### config.mk
export PLATFORM = sky130hd
export DESIGN_NAME = doppler_iq_demod
export DESIGN_NICKNAME = d
export VERILOG_FILES = /design/src/rtl/doppler_iq_demod.sv
export SDC_FILE = /design/constraint.sdc
export NUM_CORES = 1
export LEC_CHECK = 0
export ABC_AREA = 1
export BUFFER_PORTS_ARGS = -buffer_cell sky130_fd_sc_hd__buf_2
export CAP_MARGIN = 0
export CORE_ASPECT_RATIO = 1.25
export CORE_MARGIN = 2
export CORE_UTILIZATION = 30
export CTS_CLUSTER_DIAMETER = 60
export CTS_CLUSTER_SIZE = 16
export DETAILED_ROUTE_END_ITERATION = 7
export PLACE_DENSITY = 0.46
export SYNTH_ARGS = -nofsm -noshare
export SYNTH_HDL_FRONTEND = slang
export SYNTH_SLANG_ARGS = --single-unit
### constraint.sdc
create_clock -name clk -period 8.5 [get_ports clk]
set_input_delay 1.275 -clock clk [delete_from_list [all_inputs] [get_ports clk]]
set_output_delay 1.275 -clock clk [all_outputs]
set_load 0.02 [all_outputs]
### src/rtl/doppler_iq_demod.sv
// Range-gated fs/4 quadrature demodulator. It skips GATE_DELAY ADC samples per receive window,
// then accumulates GATE_LEN samples into signed I/Q sums.
module doppler_iq_demod #(
  parameter int unsigned ADCBITS    = 14,
  parameter int unsigned ACCBITS    = 24,
  parameter int unsigned GATE_DELAY = 16,
  parameter int unsigned GATE_LEN   = 64
) (
  input  logic               clk,
  input  logic               rst_n,
  input  logic               rxEnable,
  input  logic               adcReady,
  input  logic [ADCBITS-1:0] adcIn,
  output logic [ACCBITS-1:0] iOut,
  output logic [ACCBITS-1:0] qOut,
  output logic               iqValid,
  output logic               busy
);

  localparam int unsigned CNTW = 16;
  localparam logic [CNTW-1:0] DLY_LAST = CNTW'((GATE_DELAY == 0) ? 0 : GATE_DELAY - 1);
  localparam logic [CNTW-1:0] LEN_LAST = CNTW'(GATE_LEN - 1);

  typedef enum logic [1:0] {S_IDLE, S_DELAY, S_ACCUM, S_DONE} state_e;

  state_e               state_q, state_d;
  logic                 rdy_q, rx_q;
  logic                 samp_vld_q;
  logic [ADCBITS-1:0]   samp_q;
  logic [CNTW-1:0]      cnt_q, cnt_d;
  logic [1:0]           ph_q, ph_d;
  logic [ACCBITS-1:0]   acc_i_q, acc_i_d, acc_q_q, acc_q_d;
  logic [ACCBITS-1:0]   iout_q, qout_q;
  logic                 iqvalid_q, busy_q;
  logic [ACCBITS-1:0]   x_ext;
  logic                 qual;

  assign qual  = adcReady & ~rdy_q;
  assign x_ext = {{(ACCBITS-ADCBITS){samp_q[ADCBITS-1]}}, samp_q};

  // Samples are qualified and sign-converted here, so the FSM consumes them one edge later.
  always_ff @(posedge clk) begin
    if (!rst_n) begin
      state_q    <= S_IDLE;
      rdy_q      <= 1'b0;
      rx_q       <= 1'b0;
      samp_vld_q <= 1'b0;
      samp_q     <= '0;
      cnt_q      <= '0;
      ph_q       <= '0;
      acc_i_q    <= '0;
      acc_q_q    <= '0;
      iout_q     <= '0;
      qout_q     <= '0;
      iqvalid_q  <= 1'b0;
      busy_q     <= 1'b0;
    end else begin
      state_q    <= state_d;
      rdy_q      <= adcReady;
      rx_q       <= rxEnable;
      samp_vld_q <= qual;
      if (qual) samp_q <= {~adcIn[ADCBITS-1], adcIn[ADCBITS-2:0]};
      cnt_q      <= cnt_d;
      ph_q       <= ph_d;
      acc_i_q    <= acc_i_d;
      acc_q_q    <= acc_q_d;
      iqvalid_q  <= (state_q == S_DONE);
      busy_q     <= (state_q == S_DELAY) || (state_q == S_ACCUM);
      if (state_q == S_DONE) begin
        iout_q <= acc_i_q;
        qout_q <= acc_q_q;
      end
    end
  end

  always_comb begin
    state_d = state_q;
    cnt_d   = cnt_q;
    ph_d    = ph_q;
    acc_i_d = acc_i_q;
    acc_q_d = acc_q_q;
    unique case (state_q)
      S_IDLE: begin
        cnt_d   = '0;
        ph_d    = '0;
        acc_i_d = '0;
        acc_q_d = '0;
        if (rxEnable && !rx_q) state_d = (GATE_DELAY == 0) ? S_ACCUM : S_DELAY;
      end
      S_DELAY: begin
        if (!rxEnable) begin
          state_d = S_IDLE;
        end else if (samp_vld_q) begin
          if (cnt_q == DLY_LAST) begin
            state_d = S_ACCUM;
            cnt_d   = '0;
          end else begin
            cnt_d = cnt_q + CNTW'(1);
          end
        end
      end
      S_ACCUM: begin
        if (!rxEnable) begin
          state_d = S_IDLE;
        end else if (samp_vld_q) begin
          // Mixing with the fs/4 reference +1, 0, -1, 0 reduces to alternating add/subtract on I and Q.
          unique case (ph_q)
            2'd0:    acc_i_d = acc_i_q + x_ext;
            2'd1:    acc_q_d = acc_q_q + x_ext;
            2'd2:    acc_i_d = acc_i_q - x_ext;
            default: acc_q_d = acc_q_q - x_ext;
          endcase
          ph_d = ph_q + 2'd1;
          if (cnt_q == LEN_LAST) state_d = S_DONE;
          else                   cnt_d   = cnt_q + CNTW'(1);
        end
      end
      default: state_d = S_IDLE;
    endcase
  end

  assign iOut    = iout_q;
  assign qOut    = qout_q;
  assign iqValid = iqvalid_q;
  assign busy    = busy_q;

endmodule

==> results.yml, run 1 <==
run_status:
  status: "finished, final reports clean"
route:
  wirelength_met1_um: 11700
  vias_per_cell: 4.77
  vias: 8703
  drtIter0Drc: 430
  drc: 0
  drtPass1Iterations: 5
  wl_per_cell_um: 14.9
  routed-wl-met2_um: 14400
  ant_nets: 0
  wl_met3_um: 536
  routed.top_layer: "met4"
  wl_um: 27200
cells_and_area:
  finish.utilization: 0.351
  fillers: 3204
  nets: 1500
  drive_gt1_frac: 0.0977
  instances_no_fill: 1823
  area_delta_synth_final_pct: 14.9
  antenna_cells: 0
power_and_ir_drop:
  ir_drop_mv: 0.121
  power-per-cell-area_nw_per_um2: 221
  leakagePower_nw: 4.76
synth:
  synthArstFlopShare: 0
  synth_area_per_cell_um2: 6.39
  netlist_area_um2: 8730
  synth_nets: 1447
  ys.flop_type: "dfxtp_1"
  yosys.cell_types.count: 48
  synth_cells: 1367
  synth_seq_cells: 135
  yosysSeqAreaShare: 0.309
  ys_warn_count: 0
  synth-edff-count: 0
setup_path:
  crit_type: "reg2reg"
  ff2ff_path_depth: 17
  cp.arrival_ns: 3.88
  worstPathRequired_ns: 8.80
  rrSetupSlack_ns: 4.92
  critical_path.startpoint_type: "flip-flop"
  timing.rr.end: "acc_q_q[15]$_SDFFE_PN0P_"
  worstReg2RegStart: "ph_q[1]$_SDFFE_PN0P_"
  worstSetupEndpointType: "flip-flop"
  critPathMaxFanout: 24
clocking:
  cts_tree: "built"
  cts-resized-gates: 0
  cts_setup_buffers: 0
  cts_buffer_depth: 2
  clk_pin_slew_worst_paths_ns: 0.07
  ctsHoldBuffers: 0
  htreeDepth: 4
  root_buffer: "clkbuf_16"
  cts-buffers-inserted: 17
  cts.sinks: 135
  clk_latency_ns: 0.43
timing:
  finalCritPeriodShare: 0.421
  hold_viol: 0
  maxSlewViolCount: 0
  rsz0062_at_grt: "false"
  setup_viol: 0
  setup_tns_ns: 0
  slew_headroom: 0.213
  max_freq_ghz: 0.279
  worst_pin_slew_ns: 1.18
  fin_skew_ns: 0.0106
  period_minus_slack_ns: 3.58
  holdWs_ns: 0.414
global_routing:
  antenna_found_initial: 0
  grt_max_degree: 70
  grt_pass1_vias: 8732
  grt_usage: 0.186
  grt_first_pass_wirelength_um: 44400
  overflow: 0
worst_hold_path:
  whs_endpoint: "samp_vld_q$_SDFF_PN0_"
  hp-class: "reg2reg"
  min_delay_path_depth: 1
  min_from: "rdy_q$_SDFF_PN0_"
placement:
  place_inst: 1791
  place_congestion: 0.904
  dp_hpwl_um: 20700
  numPortBuffers: 67
floorplanning:
  start_util: 0.306
  dieWidth_um: 157
  ios: 68
  core_um2: 28600
  rows: 69
  die_area_um2: 30500
  die-height_um: 195
flow_run:
  drv_cap: 0
-- registers in the layout (all words and copies together) (netlist names) --
| signal | flops |
|---|---|
| rx_q | 1 |
| iOut | 24 |
| cnt_q | 16 |
| busy | 1 |
| acc_i_q | 24 |
| qOut | 24 |
| acc_q_q | 24 |
| ph_q | 2 |
| state_q | 2 |
| iqValid | 1 |
| samp_q | 14 |
| rdy_q | 1 |
| samp_vld_q | 1 |
-- layout by cell type, fill, tap and decap left out, drive strengths merged, types with 11 or more instances in the layout --
cell type,Yosys,final
nor2,204,204
ha,60,60
buf,11,73
clkbuf,28,18
a21oi,128,128
inv,144,151
nand3,72,72
dfxtp,135,135
nand3b,11,11
nor3,22,22
o21ai,137,137
nand4,20,20
nand2,342,342
-- worst max-delay path, cell delays in order (launching register included) --
cell,delay [ns]
dfxtp_1,0.33
inv_1,0.08
ha_1,0.65
inv_2,0.20
nor2_1,0.32
inv_1,0.16
o21ai_0,0.20
inv_1,0.12
ha_1,0.33
nand2_1,0.15
inv_1,0.06
a21oi_1,0.19
nand2_1,0.10
inv_1,0.05
o21ai_0,0.10
or2_2,0.28
nand3_1,0.07
a21oi_1,0.06
-- final cells by class --
cell class | count | area (um^2) | share of cell area
Multi-Input combinational cell | 1047 | 5320 | 0.530
Clock buffer | 18 | 429 | 0.0428
Sequential cell | 135 | 2700 | 0.269
Tap cell | 390 | 488 | 0.0486
Timing Repair Buffer | 73 | 380 | 0.0379
Inverter | 146 | 551 | 0.0549
Clock inverter | 14 | 166 | 0.0166
-- logic make-up (layout without fill, tap and decap cells) --
| group | Yosys count | after routing | share of synthesized area |
|---|---|---|---|
| AO/OA/AOI/OAI | 284 | 284 | 0.170 |
| buffers and inverters | 185 | 251 | 0.0822 |
| adder cells (fa/ha/maj) | 62 | 62 | 0.0905 |
| flip-flops | 135 | 135 | 0.309 |
| XOR/XNOR | 11 | 11 | 0.0110 |
| AND/OR/NAND/NOR | 690 | 690 | 0.337 |
-- routing by layer --
layer  GRT usage  vias up
met4      0.0608        0
met3      0.0279       32
met2       0.351      107
li1            -     4574
met5           0        -
met1       0.210     3990
-- power by group --
group / total [mW] / switching, mW / leakage [nW] / internal, mW
combinational: 0.727 / 0.521 / 3.38 / 0.206
sequential: 0.730 / 0.0348 / 1.09 / 0.695
clock: 0.761 / 0.320 / 0.282 / 0.441
-- metrics by stage --
stage          setup slack (ns)  power, mW  area (um^2)
2_1_floorplan              5.77       1.26         8730
3_3_place_gp               4.95       1.48         9440
3_5_place_dp               4.92       1.48         9440
4_1_cts                    4.91       2.26        10000
5_1_grt                    4.44       2.38        10000
6_report                   4.92       2.22        10000
-- how the worst max path moves through the flow --
stage	from	end	slack (ns)	depth (start not counted)
finish	ph_q[1]$_SDFFE_PN0P_	acc_q_q[15]$_SDFFE_PN0P_	4.92	17
global placement	ph_q[1]$_SDFFE_PN0P_	acc_q_q[15]$_SDFFE_PN0P_	4.95	17
global route	ph_q[1]$_SDFFE_PN0P_	acc_q_q[23]$_SDFFE_PN0P_	4.44	18
CTS	ph_q[1]$_SDFFE_PN0P_	acc_q_q[15]$_SDFFE_PN0P_	4.91	17
detailed placement	ph_q[1]$_SDFFE_PN0P_	acc_q_q[15]$_SDFFE_PN0P_	4.92	17
floorplan	samp_q[0]$_SDFFE_PN0P_	acc_q_q[15]$_SDFFE_PN0P_	5.77	19
-- cell usage after synthesis, drive strengths merged, types with 20 or more instances --
cell type | n | area [um^2]
nand2 | 342 | 1310
nor2 | 204 | 783
inv | 144 | 543
o21ai | 137 | 686
dfxtp | 135 | 2700
a21oi | 128 | 652
nand3 | 72 | 360
ha | 60 | 751
clkbuf | 28 | 105
nor3 | 22 | 121
nand4 | 20 | 131
Power figures use the tool's default switching activity.
==> inputs of run 2 (changes only) <==
==> constraint.sdc (replaced) <==
create_clock -name clk -period 3.7 [get_ports clk]
set_input_delay 0.555 -clock clk [delete_from_list [all_inputs] [get_ports clk]]
set_output_delay 0.555 -clock clk [all_outputs]
set_load 0.02 [all_outputs]
==> run 2 against run 1 <==
  * Critical path depth is 3 higher
  * Sequential share of layout area is 0.25 points lower
  * Critical path type unchanged
  * Clock skew is 0.0024 ns higher
  * First-iteration DRC count is 14% lower
  * Sequential cell count stayed put
  * Worst hold slack worse by 0.11 ns
  * Critical endpoint is now acc_i_q[21]$_SDFFE_PN0P_
  * Die area stayed put
  * Design area is 0.92% higher
==> results.yml, run 2 (synthesized netlist as in run 1, its figures left out) <==
cells_and_area:
  instances_no_fill: 1829
  fillers: 3157
  area_delta_synth_final_pct: 15.9
  multi_input_area_um2: 5320
  mostFrequentLayoutCells: "nand2_1 (336), nor2_1 (199), inv_1 (138)"
  seqCellArea_um2: 2700
  drive_gt1_frac: 0.102
  nets: 1506
  layout_commonest_cell: "nand2_1"
  antenna_cells: 0
setup_path:
  cp.arrival_ns: 3.62
  worstSetupEndpointType: "flip-flop"
  critPathMaxFanout: 6
  ff2ff_path_depth: 20
  worstPathRequired_ns: 3.99
  critical_path.startpoint_type: "flip-flop"
  crit_type: "reg2reg"
timing:
  period_minus_slack_ns: 3.33
  maxSlewViolCount: 0
  slew_headroom: 0.539
  fin_skew_ns: 0.0129
  max_freq_ghz: 0.300
  setup_tns_ns: 0
  finalCritPeriodShare: 0.901
  rsz0062_at_grt: "false"
  setup_viol: 0
  hold_viol: 0
  setup_ws_ns: 0.366
  worst_pin_slew_ns: 0.685
floorplanning:
  ios: 68
  dieWidth_um: 157
  rows: 69
  core_um2: 28600
  die_area_um2: 30500
  die-height_um: 195
  start_util: 0.306
global_routing:
  overflow: 0
  antenna_found_initial: 0
  grt_usage: 0.192
  grt_first_pass_wirelength_um: 45800
  grt_pass1_vias: 8740
  grt_max_degree: 50
clocking:
  ctsHoldBuffers: 0
  clk_pin_slew_worst_paths_ns: 0.06
  clk_latency_ns: 0.44
  cts_tree: "built"
  cts-resized-gates: 0
  htreeDepth: 4
  cts.sinks: 135
  cts-buffers-inserted: 17
  cts_buffer_depth: 2
  cts_setup_buffers: 0
  root_buffer: "clkbuf_16"
placement:
  numPortBuffers: 67
  dp_slack_ns: 0.227
  dp_hpwl_um: 22000
  place_inst: 1797
  place_congestion: 0.918
route:
  ant_nets: 0
  vias_per_cell: 4.80
  vias: 8776
  drtPass1Iterations: 5
  drc: 0
  wl_per_cell_um: 15.5
  wl_um: 28300
  drtIter0Drc: 369
power_and_ir_drop:
  power_mw: 5.27
  power-per-cell-area_nw_per_um2: 520
  leakagePower_nw: 4.81
  ir_drop_mv: 0.280
flow_run:
  drv_cap: 0
worst_hold_path:
  min_delay_path_depth: 2
  hp-class: "in2reg"
run_status:
  status: "finished, final reports clean"
==> run 2: cell types whose count changed in the layout (fill, tap and decap cells not counted), sizes merged <==
cell    delta
bufinv     +2
clkbuf     +3
inv        -6
clkinv     +1
buf        +6
==> run 2: final cells by class <==
type / instances / share of cell area
multi-input combinational: 1047 / 0.525
clock inverter: 11 / 0.0168
clock buffer: 21 / 0.0465
inverter: 146 / 0.0544
sequential: 135 / 0.267
timing repair buffer: 79 / 0.0420
tap: 390 / 0.0482
==> run 2: worst paths after layout <==
kind / to / from / slack [ns]
setup / recovery: acc_i_q[21]$_SDFFE_PN0P_ / samp_q[0]$_SDFFE_PN0P_ / 0.37
hold / removal: samp_q[13]$_SDFFE_PN0P_ / adcIn[13] / 0.30
setup reg to reg: acc_i_q[21]$_SDFFE_PN0P_ / samp_q[0]$_SDFFE_PN0P_ / 0.37
hold reg to reg: samp_vld_q$_SDFF_PN0_ / rdy_q$_SDFF_PN0_ / 0.41
==> run 2: worst max-delay path, cell delays in order, from the launching register on <==
cell	delay (ns)
dfxtp_1	0.35
inv_1	0.12
ha_1	0.16
inv_1	0.04
nor2_1	0.16
nand2_1	0.17
nor4_4	0.28
nand2_1	0.12
nand2_1	0.19
nand2_1	0.20
nand2_1	0.12
ha_1	0.25
nand2_1	0.11
inv_1	0.08
nand2_1	0.09
nor3_1	0.24
o21ai_0	0.23
nand3_1	0.11
nand2_1	0.05
nand3_1	0.06
a21oi_1	0.06
==> run 2: routing by layer <==
metal	wire length [um]	global-route usage
met5	0	0
met4	607	0.0612
met3	730	0.0303
met2	15000	0.364
met1	12000	0.217
==> run 2: power by group <==
group	switching, mW	total [mW]	leakage [nW]	internal (mW)
Clock	0.696	1.88	0.306	1.18
Sequential	0.0806	1.68	1.09	1.60
Combinational	1.22	1.71	3.41	0.492
Total	2.00	5.27	4.81	3.27
==> run 2: stage by stage <==
step	hold slack, ns	utilization	instance area, um^2
finish	0.302	0.354	10100
global placement	0.399	0.332	9480
floorplan	0.392	-	8730
CTS	0.284	0.354	10100
detailed placement	0.404	0.332	9480
global route	0.317	0.354	10100
==> inputs of run 3 (changes only) <==
--- a/config.mk
+++ b/config.mk
@@ -14,7 +14,8 @@
 export CTS_CLUSTER_DIAMETER = 60
 export CTS_CLUSTER_SIZE = 16
 export DETAILED_ROUTE_END_ITERATION = 7
-export PLACE_DENSITY = 0.46
+export PLACE_DENSITY_LB_ADDON = 0.08
+export RECOVER_POWER = 25
 export SYNTH_ARGS = -nofsm -noshare
 export SYNTH_HDL_FRONTEND = slang
 export SYNTH_SLANG_ARGS = --single-unit
==> run 3 against run 2 <==
  * The flow now finishes with violations (design-rule violations, max-capacitance violations, max-slew violations)
  * Sequential share of layout area up 0.35 points
  * Via count about the same
  * Routed wire length rose by 0.70%
==> results.yml, run 3 (synthesized netlist as in run 1, its figures left out) <==
cells_and_area:
  drive_gt1_frac: 0.0785
  antenna_cells: 0
  layout_commonest_cell: "nand2_1"
  multi_input_area_um2: 5310
  mostFrequentLayoutCells: "nand2_1 (336), nor2_1 (199), inv_1 (138)"
  area_delta_synth_final_pct: 14.4
  instances_no_fill: 1829
  seqCellArea_um2: 2700
  fillers: 3215
  nets: 1508
floorplanning:
  die-height_um: 195
  dieWidth_um: 157
  start_util: 0.306
  die_area_um2: 30500
  core_um2: 28600
  rows: 69
  ios: 68
global_routing:
  antenna_found_initial: 0
  overflow: 0
  grt_usage: 0.194
  grt_pass1_vias: 8901
  grt_max_degree: 39
  grt_first_pass_wirelength_um: 46000
clocking:
  cts-buffers-inserted: 17
  cts_buffer_depth: 2
  cts_setup_buffers: 0
  cts.sinks: 135
  cts_tree: "built"
  clk_pin_slew_worst_paths_ns: 0.06
  root_buffer: "clkbuf_16"
  htreeDepth: 4
  clk_latency_ns: 0.43
route:
  vias_per_cell: 4.80
  wl_um: 28500
  ant_nets: 0
  wl_per_cell_um: 15.6
  drtPass1Iterations: 7
  drtIter0Drc: 397
  drc: 1
  vias: 8783
timing:
  period_minus_slack_ns: 3.31
  maxSlewViolCount: 39
  hold_viol: 0
  max_freq_ghz: 0.302
  worst_pin_slew_ns: 1.69
  rsz0062_at_grt: "false"
  finalCritPeriodShare: 0.894
  fin_skew_ns: 0.0120
  slew_headroom: -0.127
  setup_viol: 0
  setup_tns_ns: 0
setup_path:
  critPathMaxFanout: 6
  rrSetupSlack_ns: 0.39
  timing.rr.end: "acc_q_q[15]$_SDFFE_PN0P_"
  cp.arrival_ns: 3.61
  worstSetupEndpointType: "flip-flop"
  worstReg2RegStart: "samp_q[0]$_SDFFE_PN0P_"
  critical_path.startpoint_type: "flip-flop"
  ff2ff_path_depth: 19
  crit_type: "reg2reg"
  worstPathRequired_ns: 4.01
placement:
  place_inst: 1799
  place_congestion: 0.902
  numPortBuffers: 67
  dp_hpwl_um: 22100
flow_run:
  drv_cap: 1
run_status:
  violations: "design-rule violations, max-capacitance violations, max-slew violations"
  status: "finished, violations left"
power_and_ir_drop:
  power_mw: 4.98
  leakagePower_nw: 4.65
  ir_drop_mv: 0.257
  power-per-cell-area_nw_per_um2: 498
worst_hold_path:
  min_from: "adcReady"
  hp-class: "in2reg"
  whs_endpoint: "rdy_q$_SDFF_PN0_"
  min_delay_path_depth: 3
## run 3: changes by cell type in the layout (fill, tap and decap cells not counted), sizes merged
cell | previous run | this run
clkinvlp | 3 | 2
clkbuf | 21 | 51
buf | 79 | 48
bufinv | 4 | 1
clkinv | 5 | 10
## run 3: report_power, final
group	switching (mW)	total, mW	internal [mW]
sequential	0.0826	1.68	1.60
combinational	1.20	1.68	0.474
clock	0.693	1.62	0.931
total	1.98	4.98	3.00
## run 3: through the flow
| stage | utilization | hold WS, ns | setup WS, ns | cell area (um^2) |
|---|---|---|---|---|
| after floorplan | - | 0.392 | 0.966 | 8730 |
| after global placement | 0.332 | 0.400 | 0.286 | 9500 |
| after detailed placement | 0.332 | 0.404 | 0.304 | 9500 |
| after CTS | 0.351 | 0.317 | 0.288 | 10000 |
| after global routing | 0.350 | 0.335 | 0.00724 | 10000 |
| final | 0.350 | 0.337 | 0.394 | 10000 |
## run 3: timing repair
item	4_1_cts	5_1_grt
hold buffers	0	0
resized for setup	0	1
endpoints found under the setup margin	0	1
## run 3: how the worst max path moves through the flow
stage | start | endpoint | slack [ns] | cells past startpoint
floorplan | samp_q[0]$_SDFFE_PN0P_ | acc_q_q[15]$_SDFFE_PN0P_ | 0.97 | 19
global placement | ph_q[1]$_SDFFE_PN0P_ | acc_q_q[22]$_SDFFE_PN0P_ | 0.29 | 16
detailed placement | ph_q[1]$_SDFFE_PN0P_ | acc_q_q[22]$_SDFFE_PN0P_ | 0.30 | 16
CTS | ph_q[1]$_SDFFE_PN0P_ | acc_q_q[22]$_SDFFE_PN0P_ | 0.29 | 16
global route | samp_q[0]$_SDFFE_PN0P_ | acc_q_q[15]$_SDFFE_PN0P_ | 0.007 | 19
finish | samp_q[0]$_SDFFE_PN0P_ | acc_q_q[15]$_SDFFE_PN0P_ | 0.39 | 19
## run 3: worst max-delay path: stages (launching register included)
cell and delay [ns]:
dfxtp_1 0.35, inv_1 0.11, ha_1 0.15, inv_1 0.05
nor2_1 0.15, nand2_1 0.17, nor4_4 0.27, nand2_1 0.09
nand2_1 0.21, a21oi_1 0.11, ha_1 0.40, nand2_1 0.19
inv_1 0.06, a21oi_1 0.21, nand2_1 0.11, inv_1 0.05
o21ai_0 0.08, or2_2 0.28, nand3_1 0.07, a21oi_1 0.06
## run 3: layer usage
| layer | up-vias | wire, um | GRT usage |
|---|---|---|---|
| met4 | 0 | 662 | 0.0683 |
| met5 | - | 0 | 0 |
| met1 | 4039 | 11900 | 0.213 |
| met2 | 117 | 15200 | 0.369 |
| met3 | 40 | 735 | 0.0317 |
| li1 | 4587 | - | - |
## run 3: layout make-up
type / instances / share of cell area
Sequential cell: 135 / 0.270
Inverter: 146 / 0.0551
Clock inverter: 12 / 0.0105
Multi-Input combinational cell: 1047 / 0.532
Timing Repair Buffer: 81 / 0.0397
Clock buffer: 18 / 0.0439
Tap cell: 390 / 0.0488
